--- config.mk ---
export PLATFORM = sky130hd
export DESIGN_NAME = ace_line_ctrl
export DESIGN_NICKNAME = d
export VERILOG_FILES = /design/src/rtl/ace_line_ctrl.sv
export SDC_FILE = /design/constraint.sdc
export NUM_CORES = 2
export LEC_CHECK = 0
export BUFFER_PORTS_ARGS = -buffer_cell sky130_fd_sc_hd__buf_4
export CORE_ASPECT_RATIO = 0.9
export CORE_MARGIN = 4
export CORE_UTILIZATION = 49
export CTS_CLUSTER_SIZE = 24
export DETAILED_ROUTE_END_ITERATION = 10
export GPL_TIMING_DRIVEN = 0
export PLACE_DENSITY = 0.71
export SYNTH_ARGS = -nofsm -noshare
export SYNTH_HDL_FRONTEND = slang
export SYNTH_SLANG_ARGS = --single-unit
--- constraint.sdc ---
create_clock -name clk -period 8.1 [get_ports clk]
set_input_delay 0.405 -clock clk [delete_from_list [all_inputs] [get_ports clk]]
set_output_delay 0.405 -clock clk [all_outputs]
set_load 0.02 [all_outputs]
--- src/rtl/ace_line_ctrl.sv ---
// Direct-mapped ACE-style line controller: NP/SC/E/M/SM lines,
// AXI master for fills, write-through and victim write-back, plus snoop port.
module ace_line_ctrl #(
  parameter int LINES  = 16,
  parameter int ADDR_W = 32,
  parameter int DATA_W = 32
) (
  input  logic                  clk,
  input  logic                  rst_n,
  input  logic                  cpu_req_valid,
  output logic                  cpu_req_ready,
  input  logic                  cpu_we,
  input  logic [ADDR_W-1:0]     cpu_addr,
  input  logic [DATA_W-1:0]     cpu_wdata,
  output logic                  cpu_done,
  output logic [DATA_W-1:0]     cpu_rdata,
  output logic [ADDR_W-1:0]     araddr,
  output logic                  arvalid,
  input  logic                  arready,
  input  logic [DATA_W-1:0]     rdata,
  input  logic                  rvalid,
  output logic                  rready,
  output logic [ADDR_W-1:0]     awaddr,
  output logic                  awvalid,
  input  logic                  awready,
  output logic [DATA_W-1:0]     wdata,
  output logic                  wvalid,
  input  logic                  wready,
  input  logic                  bvalid,
  output logic                  bready,
  input  logic                  shared_in,
  input  logic                  snp_valid,
  output logic                  snp_ready,
  input  logic [ADDR_W-1:0]     snp_addr,
  input  logic                  snp_inv,
  output logic                  snp_resp_valid,
  output logic                  snp_hit,
  output logic                  snp_dirty,
  output logic [DATA_W-1:0]     snp_data,
  output logic [3*LINES-1:0]    line_state
);

  localparam int OFF = $clog2(DATA_W / 8);
  localparam int IDX = $clog2(LINES);
  localparam int TW  = ADDR_W - OFF - IDX;
  localparam logic [ADDR_W-1:0] AMASK = ~ADDR_W'((1 << OFF) - 1);

  typedef enum logic [2:0] {
    L_NP = 3'd0,
    L_SC = 3'd1,
    L_M  = 3'd2,
    L_SM = 3'd3,
    L_E  = 3'd4
  } lst_t;

  typedef enum logic [2:0] {
    IDLE, WB_ADDR, WB_RESP, RD_ADDR,
    RD_DATA, WT_ADDR, WT_RESP, DONE
  } fsm_t;

  fsm_t cs, ns;

  lst_t             st    [LINES];
  logic [TW-1:0]    tag_q [LINES];
  logic [DATA_W-1:0] dat_q [LINES];

  logic [ADDR_W-1:0] req_addr, aw_q;
  logic [DATA_W-1:0] req_wdata, wd_q;
  logic              req_we;
  logic              aw_ok, w_ok;

  logic [IDX-1:0] c_idx, s_idx, r_idx;
  logic [TW-1:0]  c_tag, s_tag, r_tag;
  lst_t           c_st, s_st;
  logic           c_hit, c_dirty, c_own, s_hit;
  logic           cpu_hs, snp_hs;
  logic           aw_hs, w_hs, ar_hs, r_hs, b_hs;
  logic           addr_st, both;
  logic           unused_snp;

  function automatic logic [ADDR_W-1:0] laddr(
    input logic [TW-1:0]  t,
    input logic [IDX-1:0] i
  );
    return ADDR_W'({t, i}) << OFF;
  endfunction

  assign c_idx = cpu_addr[OFF +: IDX];
  assign c_tag = cpu_addr[OFF+IDX +: TW];
  assign s_idx = snp_addr[OFF +: IDX];
  assign s_tag = snp_addr[OFF+IDX +: TW];
  assign r_idx = req_addr[OFF +: IDX];
  assign r_tag = req_addr[OFF+IDX +: TW];
  assign unused_snp = |(snp_addr & ~AMASK);

  assign c_st    = st[c_idx];
  assign s_st    = st[s_idx];
  assign c_hit   = (c_st != L_NP) && (tag_q[c_idx] == c_tag);
  assign s_hit   = (s_st != L_NP) && (tag_q[s_idx] == s_tag);
  assign c_dirty = (c_st == L_M) || (c_st == L_SM);
  assign c_own   = (c_st == L_M) || (c_st == L_E);

  assign snp_ready     = (cs == IDLE);
  assign cpu_req_ready = (cs == IDLE) && !snp_valid;
  assign snp_hs        = snp_valid && snp_ready;
  assign cpu_hs        = cpu_req_valid && cpu_req_ready;

  assign addr_st  = (cs == WB_ADDR) || (cs == WT_ADDR);
  assign arvalid  = (cs == RD_ADDR);
  assign awvalid  = addr_st && !aw_ok;
  assign wvalid   = addr_st && !w_ok;
  assign rready   = (cs == RD_DATA);
  assign bready   = (cs == WB_RESP) || (cs == WT_RESP);
  assign cpu_done = (cs == DONE);
  assign araddr   = req_addr & AMASK;
  assign awaddr   = aw_q;
  assign wdata    = wd_q;

  assign ar_hs = arvalid && arready;
  assign r_hs  = rvalid && rready;
  assign aw_hs = awvalid && awready;
  assign w_hs  = wvalid && wready;
  assign b_hs  = bvalid && bready;
  assign both  = (aw_ok || aw_hs) && (w_ok || w_hs);

  always_comb begin
    line_state = '0;
    for (int i = 0; i < LINES; i++)
      line_state[3*i +: 3] = st[i];
  end

  always_comb begin
    ns = cs;
    unique case (cs)
      IDLE: if (cpu_hs) begin
        unique case (1'b1)
          c_hit && (!cpu_we || c_own):   ns = DONE;
          c_hit && cpu_we && !c_own:     ns = WT_ADDR;
          !c_hit && c_dirty:             ns = WB_ADDR;
          !c_hit && !c_dirty && cpu_we:  ns = WT_ADDR;
          default:                       ns = RD_ADDR;
        endcase
      end
      WB_ADDR: if (both) ns = WB_RESP;
      WB_RESP: if (b_hs) ns = req_we ? WT_ADDR : RD_ADDR;
      RD_ADDR: if (ar_hs) ns = RD_DATA;
      RD_DATA: if (r_hs) ns = DONE;
      WT_ADDR: if (both) ns = WT_RESP;
      WT_RESP: if (b_hs) ns = DONE;
      DONE:    ns = IDLE;
      default: ns = IDLE;
    endcase
  end

  always_ff @(posedge clk or negedge rst_n) begin
    if (!rst_n) begin
      cs             <= IDLE;
      req_addr       <= '0;
      req_we         <= 1'b0;
      req_wdata      <= '0;
      aw_q           <= '0;
      wd_q           <= '0;
      aw_ok          <= 1'b0;
      w_ok           <= 1'b0;
      cpu_rdata      <= '0;
      snp_resp_valid <= 1'b0;
      snp_hit        <= 1'b0;
      snp_dirty      <= 1'b0;
      snp_data       <= '0;
      for (int i = 0; i < LINES; i++)
        st[i] <= L_NP;
    end else begin
      cs             <= ns;
      snp_resp_valid <= 1'b0;
      if (addr_st && !both) begin
        aw_ok <= aw_ok || aw_hs;
        w_ok  <= w_ok || w_hs;
      end else begin
        aw_ok <= 1'b0;
        w_ok  <= 1'b0;
      end
      unique case (cs)
        IDLE: begin
          if (snp_hs) begin
            snp_resp_valid <= 1'b1;
            snp_hit        <= s_hit;
            snp_dirty      <= s_hit && (s_st == L_M || s_st == L_SM);
            snp_data       <= s_hit ? dat_q[s_idx] : '0;
            if (s_hit) begin
              if (snp_inv)          st[s_idx] <= L_NP;
              else if (s_st == L_M) st[s_idx] <= L_SM;
              else if (s_st == L_E) st[s_idx] <= L_SC;
            end
          end else if (cpu_hs) begin
            req_addr  <= cpu_addr;
            req_we    <= cpu_we;
            req_wdata <= cpu_wdata;
            if (c_hit && !cpu_we)
              cpu_rdata <= dat_q[c_idx];
            if (c_hit && cpu_we && c_own)
              st[c_idx] <= L_M;
            // victim write-back takes precedence over the new request
            if (!c_hit && c_dirty) begin
              aw_q <= laddr(tag_q[c_idx], c_idx);
              wd_q <= dat_q[c_idx];
            end else begin
              aw_q <= cpu_addr & AMASK;
              wd_q <= cpu_wdata;
            end
          end
        end
        WB_RESP: if (b_hs) begin
          st[r_idx] <= L_NP;
          aw_q      <= req_addr & AMASK;
          wd_q      <= req_wdata;
        end
        RD_DATA: if (r_hs) begin
          st[r_idx] <= shared_in ? L_SC : L_E;
          cpu_rdata <= rdata;
        end
        WT_RESP: if (b_hs)
          st[r_idx] <= shared_in ? L_SM : L_M;
        default: ;
      endcase
    end
  end

  always_ff @(posedge clk) begin
    if (cs == IDLE && cpu_hs && c_hit && cpu_we && c_own)
      dat_q[c_idx] <= cpu_wdata;
    if (cs == RD_DATA && r_hs) begin
      dat_q[r_idx] <= rdata;
      tag_q[r_idx] <= r_tag;
    end
    if (cs == WT_RESP && b_hs) begin
      dat_q[r_idx] <= req_wdata;
      tag_q[r_idx] <= r_tag;
    end
  end

endmodule

======== Yosys cells after proc, flatten, opt, wreduce, memory -nomap -nowiden ========
Memories as Yosys holds them, arrays and structs flattened.
Index checks and enable logic that the tools add are counted.
storage, ports and cells
  register bits ........................... 249
  memory bits (writable) .................. 928
  input bits .............................. 140
  output and inout port bits .............. 219
  logic and storage cells ................. 214
  memories kept ........................... 2
cells by class
  magnitude comparators ................... 6
  equal/unequal tests ..................... 28
  muxes and demuxes ....................... 68
  bitwise logic cells ..................... 19
  reduce and logical (&&, ||, !) cells .... 62
memory list
  name   words  bits a word  read ports  clocked after memory_dff  write ports  RTL line  RTL
  dat_q  16     32           2           0                         1            65        logic [DATA_W-1:0] dat_q [LINES];
  tag_q  16     26           2           0                         1            64        logic [TW-1:0] tag_q [LINES];
operators by type and width
  kind                                                             count
  32-bit two-way mux                                               15
  48-bit two-way mux                                               10
  32-bit one-hot mux with 2 select lines                           3
  48-bit one-hot mux with 4 select lines                           1
  48-bit AND                                                       2
  48-bit bitwise mux                                               2
  48-bit inverter                                                  2
  32-bit AND                                                       2
  32-bit inverter                                                  2
  26-bit == test                                                   2
  3-bit two-way mux                                                16
  3-bit demux with 4-bit select                                    3
  1-bit logical AND                                                32
  16-bit bitwise OR                                                2
  32-bit bitwise OR                                                1
  32-bit OR reduction                                              1
  26-bit two-way mux                                               1
  3-bit binary-select mux with 4-bit select                        2
  3-bit one-hot mux with 8 select lines                            1
  3-bit by 2-bit == test with 1-bit output, second input constant  6
  3-bit == test, second input constant                             6
  16-bit AND                                                       1
  16-bit inverter                                                  1
  5-bit >= comparator, second input constant                       3
  other kinds (26)                                                 66

======== Depth between registers and ports, before layout ========
  depth in word-level cells ............... 13
  depth in mapped cells ................... 18

======== Worst setup path before layout ========
No wires, ideal clock.
  path kind ............................... input to register
  start ................................... in cpu_addr[2]
  end ..................................... mem dat_q[0][0] (enable)
  library setup time ...................... 421 ps
  arrival time ............................ 4630 ps
  setup slack ............................. 3049 ps
  stages .................................. 11
  cell sequence ........................... buf_4 buf_2 mux4_2 xor2_1 o41ai_1 o21ai_0 or4_4 or4_4 nor3_1 a22oi_1 nor2_1
between the ends
  longest elaborated chain between the ends .. 12
RTL lines
  what                                                                         RTL line  RTL
  start: declaration                                                           13        input logic [ADDR_W-1:0] cpu_addr,
  parallel branches: the longest is 12 deep, another holds memory 16 x 26 bit  n/a
  end: declaration                                                             65
Parallel ways; which one is timed is not known. The select of a mux whose other input is x is not followed.

======== Worst setup path in the final report ========
  start ................................... in cpu_addr[2]
  end ..................................... mem dat_q[12][11] (enable)
Same word-level chain as after synthesis.

==> results.json <==
{
  "grt-ovfl-total": 0,
  "synth_sequential_area_ratio_pct": 59.1,
  "synth_seq_cells": 1173,
  "drtPass1Iterations": 7,
  "drt-wirelength-per-cell_um": 37.6,
  "post-route-util_pct": 58.8,
  "final_period_minus_worst_setup_slack_ns": 6.04,
  "yosys-top-cells-area": "edfxtp_1 (48%), mux4_2 (20%), dfrtp_1 (11%)",
  "cp_common_cell": "buf_4",
  "net_count_final": 4478,
  "path_clk_slew_ns": 0.07,
  "cp_cell_sequence": "buf_4, buf_4, buf_4, buf_4, clkbuf_1, nand2_1, nand2_1, xor2_1, o41ai_1, nand3_1, or4_4, nor3_1, a22oi_1, nor2_4, buf_12",
  "start_util_pct": 49.7,
  "grt_antenna_before_repair": 21,
  "synth.lib_cells_used.distinct": 73,
  "worst_ep_required_time_ns": 8.49,
  "static-leakage-power_nw": 24.4,
  "outcome": "completed",
  "vias": 42500,
  "global_route.usage.total_pct": 36.2,
  "routed_wl_um": 226000,
  "crit_path_max_incr_delay_ns": 1.06,
  "grt.met2_usage_pct": 51.2,
  "finalHoldViolations": 0,
  "totalPowerFinal_w": 0.0198,
  "cts-root-buf": "clkbuf_16",
  "crit_fanout": 17,
  "core-area_um2": 116000,
  "maximum_number_of_pins_on_one_net_before_global_route_repair": 105,
  "ios": 359,
  "place.gp.congestion": 1.04,
  "max_slew_violation_total_from_the_final_report": 0,
  "cts-htree-levels": 3,
  "finalCritPeriodShare_pct": 74.6,
  "max_cap_violations": 0,
  "cts-buffers-inserted": 117,
  "postSynth.topFlopCell": "edfxtp_1",
  "initial_detailed_routing_violation_count": 7646,
  "hold_path_depth": 3,
  "worst_clock_skew_ns": 0.0498,
  "post_drt_antenna_nets": 0,
  "dpl.hpwl_um": 158000,
  "grt_first_pass_wirelength_um": 313000,
  "power.density_nw_per_um2": 291,
  "worst_pin_slew_ns": 1.47,
  "ir_worst_vdd_mv": 0.231,
  "timing.final.setup_violations": 0,
  "area.sequential_um2": 34000,
  "cts.path.max_buffers": 3,
  "timing.setup.critical_path_class": "in2reg",
  "cpMaxStageDelayCell": "clkbuf_1",
  "clk-insertion-delay-late_ns": 0.75,
  "port-buffer-count": 340,
  "clock.fmax_mhz": 166,
  "critical_path_arrival_ns": 6.43,
  "multi_input_area_um2": 22200,
  "post_cts.repair.setup_buffers": 0,
  "max-slew-margin-rel_pct": 2.29,
  "synth_enable_flop_cells": 928,
  "netlist_instances": 3736,
  "syn_area_per_cell_um2": 15.4,
  "tritoncts_num_sinks": 1173,
  "most_used_routing_layer": "met2",
  "die_h_um": 333,
  "timing.reg2reg.worst_path_depth": 11,
  "cts_tree": "built",
  "synth_top_area_share_pct": 48.4,
  "worst_setup_path_start_kind": "input pin",
  "postSynth.asyncResetShare_pct": 20.9,
  "fp_rows": 118,
  "grt_use_met3_pct": 16.2,
  "yosys_warnings": 0,
  "netlist_area_um2": 57500,
  "design.die.area_um2": 123000,
  "yosys.area.top_type": "edfxtp_1",
  "setup_repair_after_global_routing_missed_its_margin": "no",
  "groute.layer.met1.usage_pct": 48.7,
  "proportion_of_layout_cells_with_a_drive_suffix_above_1_pct": 28.7,
  "dieWidth_um": 369,
  "setup.worst_path.end_class": "flop",
  "area_growth_pct": 18.3,
  "min-delay-path-class": "in2reg",
  "remaining_drc_errors": 0,
  "route.detailed.vias_per_inst": 7.07,
  "fillCellCount": 8776,
  "first_global_vias": 41000
}
-- final timing paths --
path	startpoint	to	slack, ns
max in group asynchronous	rst_n	cpu_rdata[0]	6.90
min in group asynchronous	rst_n	req_addr[29]	0.23
worst min register to register	snp_dirty	snp_dirty	0.48
worst min-delay path	cpu_addr[10]	req_addr[10]	0.04
worst max register to register	tag_q[5][5]	dat_q[12][11]	2.72
worst max-delay path	cpu_addr[2]	dat_q[12][11]	2.06
-- cells in the final DEF, fill, tap and decap left out, types with 118 or more instances in the layout --
| master | count |
|---|---|
| a21oi_1 | 118 |
| o21ai_0 | 173 |
| edfxtp_1 | 928 |
| clkbuf_1 | 192 |
| dfrtp_1 | 245 |
| buf_4 | 389 |
| mux2i_1 | 264 |
| clkbuf_16 | 118 |
| nand2_1 | 448 |
| mux4_2 | 499 |
-- worst max-delay path, delay by kind of cell --
kind	cells	cell delay [ns]
AO/OA/AOI/OAI	2	0.90
AND/OR/NAND/NOR	6	2.36
buffers and inverters	6	2.56
XOR/XNOR	1	0.14
-- cell usage after synthesis (4+ instances only) --
cell type / instances
mux2i_1: 264
edfxtp_1: 928
and3_1: 11
o21ai_2: 28
inv_1: 30
nand2b_1: 12
a221oi_1: 13
or3_1: 53
nand4b_1: 4
o21ai_1: 8
o211ai_1: 4
o32ai_1: 4
xor2_1: 32
and2_1: 15
a41oi_1: 14
nor4_1: 14
xnor2_1: 31
mux4_2: 499
mux2_2: 19
nor2b_1: 24
clkbuf_1: 166
a211oi_1: 6
a21o_1: 5
buf_2: 50
a31oi_1: 39
a21oi_1: 118
o22ai_1: 35
o311ai_0: 6
o221ai_1: 13
o21ai_0: 201
a22o_1: 8
o21a_1: 6
and4_1: 11
a211o_1: 4
nor2_1: 100
dfrtp_1: 245
nor3_1: 26
buf_6: 18
nand2_1: 448
buf_1: 29
nand4_1: 14
o2111ai_1: 6
nand3_1: 41
a22oi_1: 54
buf_4: 33
-- logic make-up after synthesis --
| group | Yosys count | synth area share [%] |
|---|---|---|
| AO/OA/AOI/OAI | 592 | 6.45 |
| XOR/XNOR | 63 | 0.959 |
| buffers and inverters | 330 | 2.71 |
| flip-flops | 1173 | 59.1 |
| multiplexers | 784 | 24.5 |
| other | 1 | 0.00652 |
| AND/OR/NAND/NOR | 793 | 6.24 |
-- per-layer routing --
layer | part of all wire, % | vias to the layer above
met3 | 17 | 656
met4 | 5.4 | 10
met1 | 35 | 21700
met2 | 42 | 3931
met5 | 0.025 | -
li1 | - | 16200
-- power breakdown --
| group | switching [W] | internal (W) |
|---|---|---|
| clock | 0.00246 | 0.00319 |
| combinational | 0.00364 | 0.00190 |
| sequential | 0.000972 | 0.00763 |
-- layout make-up --
type                    count  area share, %
clock buffers             161           4.81
well taps                1560           2.87
diodes                     13         0.0478
multi-input cells        2236           32.7
repair buffers            480           6.34
inverters                  34          0.188
clock inverters            62           1.02
flip-flops and latches   1173           50.0
plain buffers             296           2.11
-- stage by stage --
| stage | instances | setup WS [ns] | hold slack (ns) | setup TNS [ns] | cell area (um^2) |
|---|---|---|---|---|---|
| floorplan | 3739 | 3.05 | 0.109 | 0 | 57500 |
| global placement | 5639 | -0.884 | 0.465 | -291.64 | 62000 |
| finish | 6015 | 2.06 | 0.0361 | 0 | 68100 |
| detailed placement | 5694 | 1.56 | 0.353 | 0 | 63200 |
| CTS | 6002 | 2.31 | 0.00278 | 0 | 68000 |
| global route | 6003 | 2.01 | 0.0262 | 0 | 68000 |
-- state kept, by name, summed over array words and instances, names as in the netlist, named ones only --
register,count
snp_hit,1
snp_resp_valid,1
wdata,32
req_wdata,32
awaddr,30
tag_q,416
w_ok,1
line_state,31
snp_data,32
req_we,1
aw_ok,1
cs,3
snp_dirty,1
dat_q,512
cpu_rdata,32
req_addr,30
-- timing repair --
item	4_1_cts	5_1_grt
hold buffers	85	0
hold endpoints to repair	148	0
resized for setup	0	0
Power figures use the tool's default switching activity.
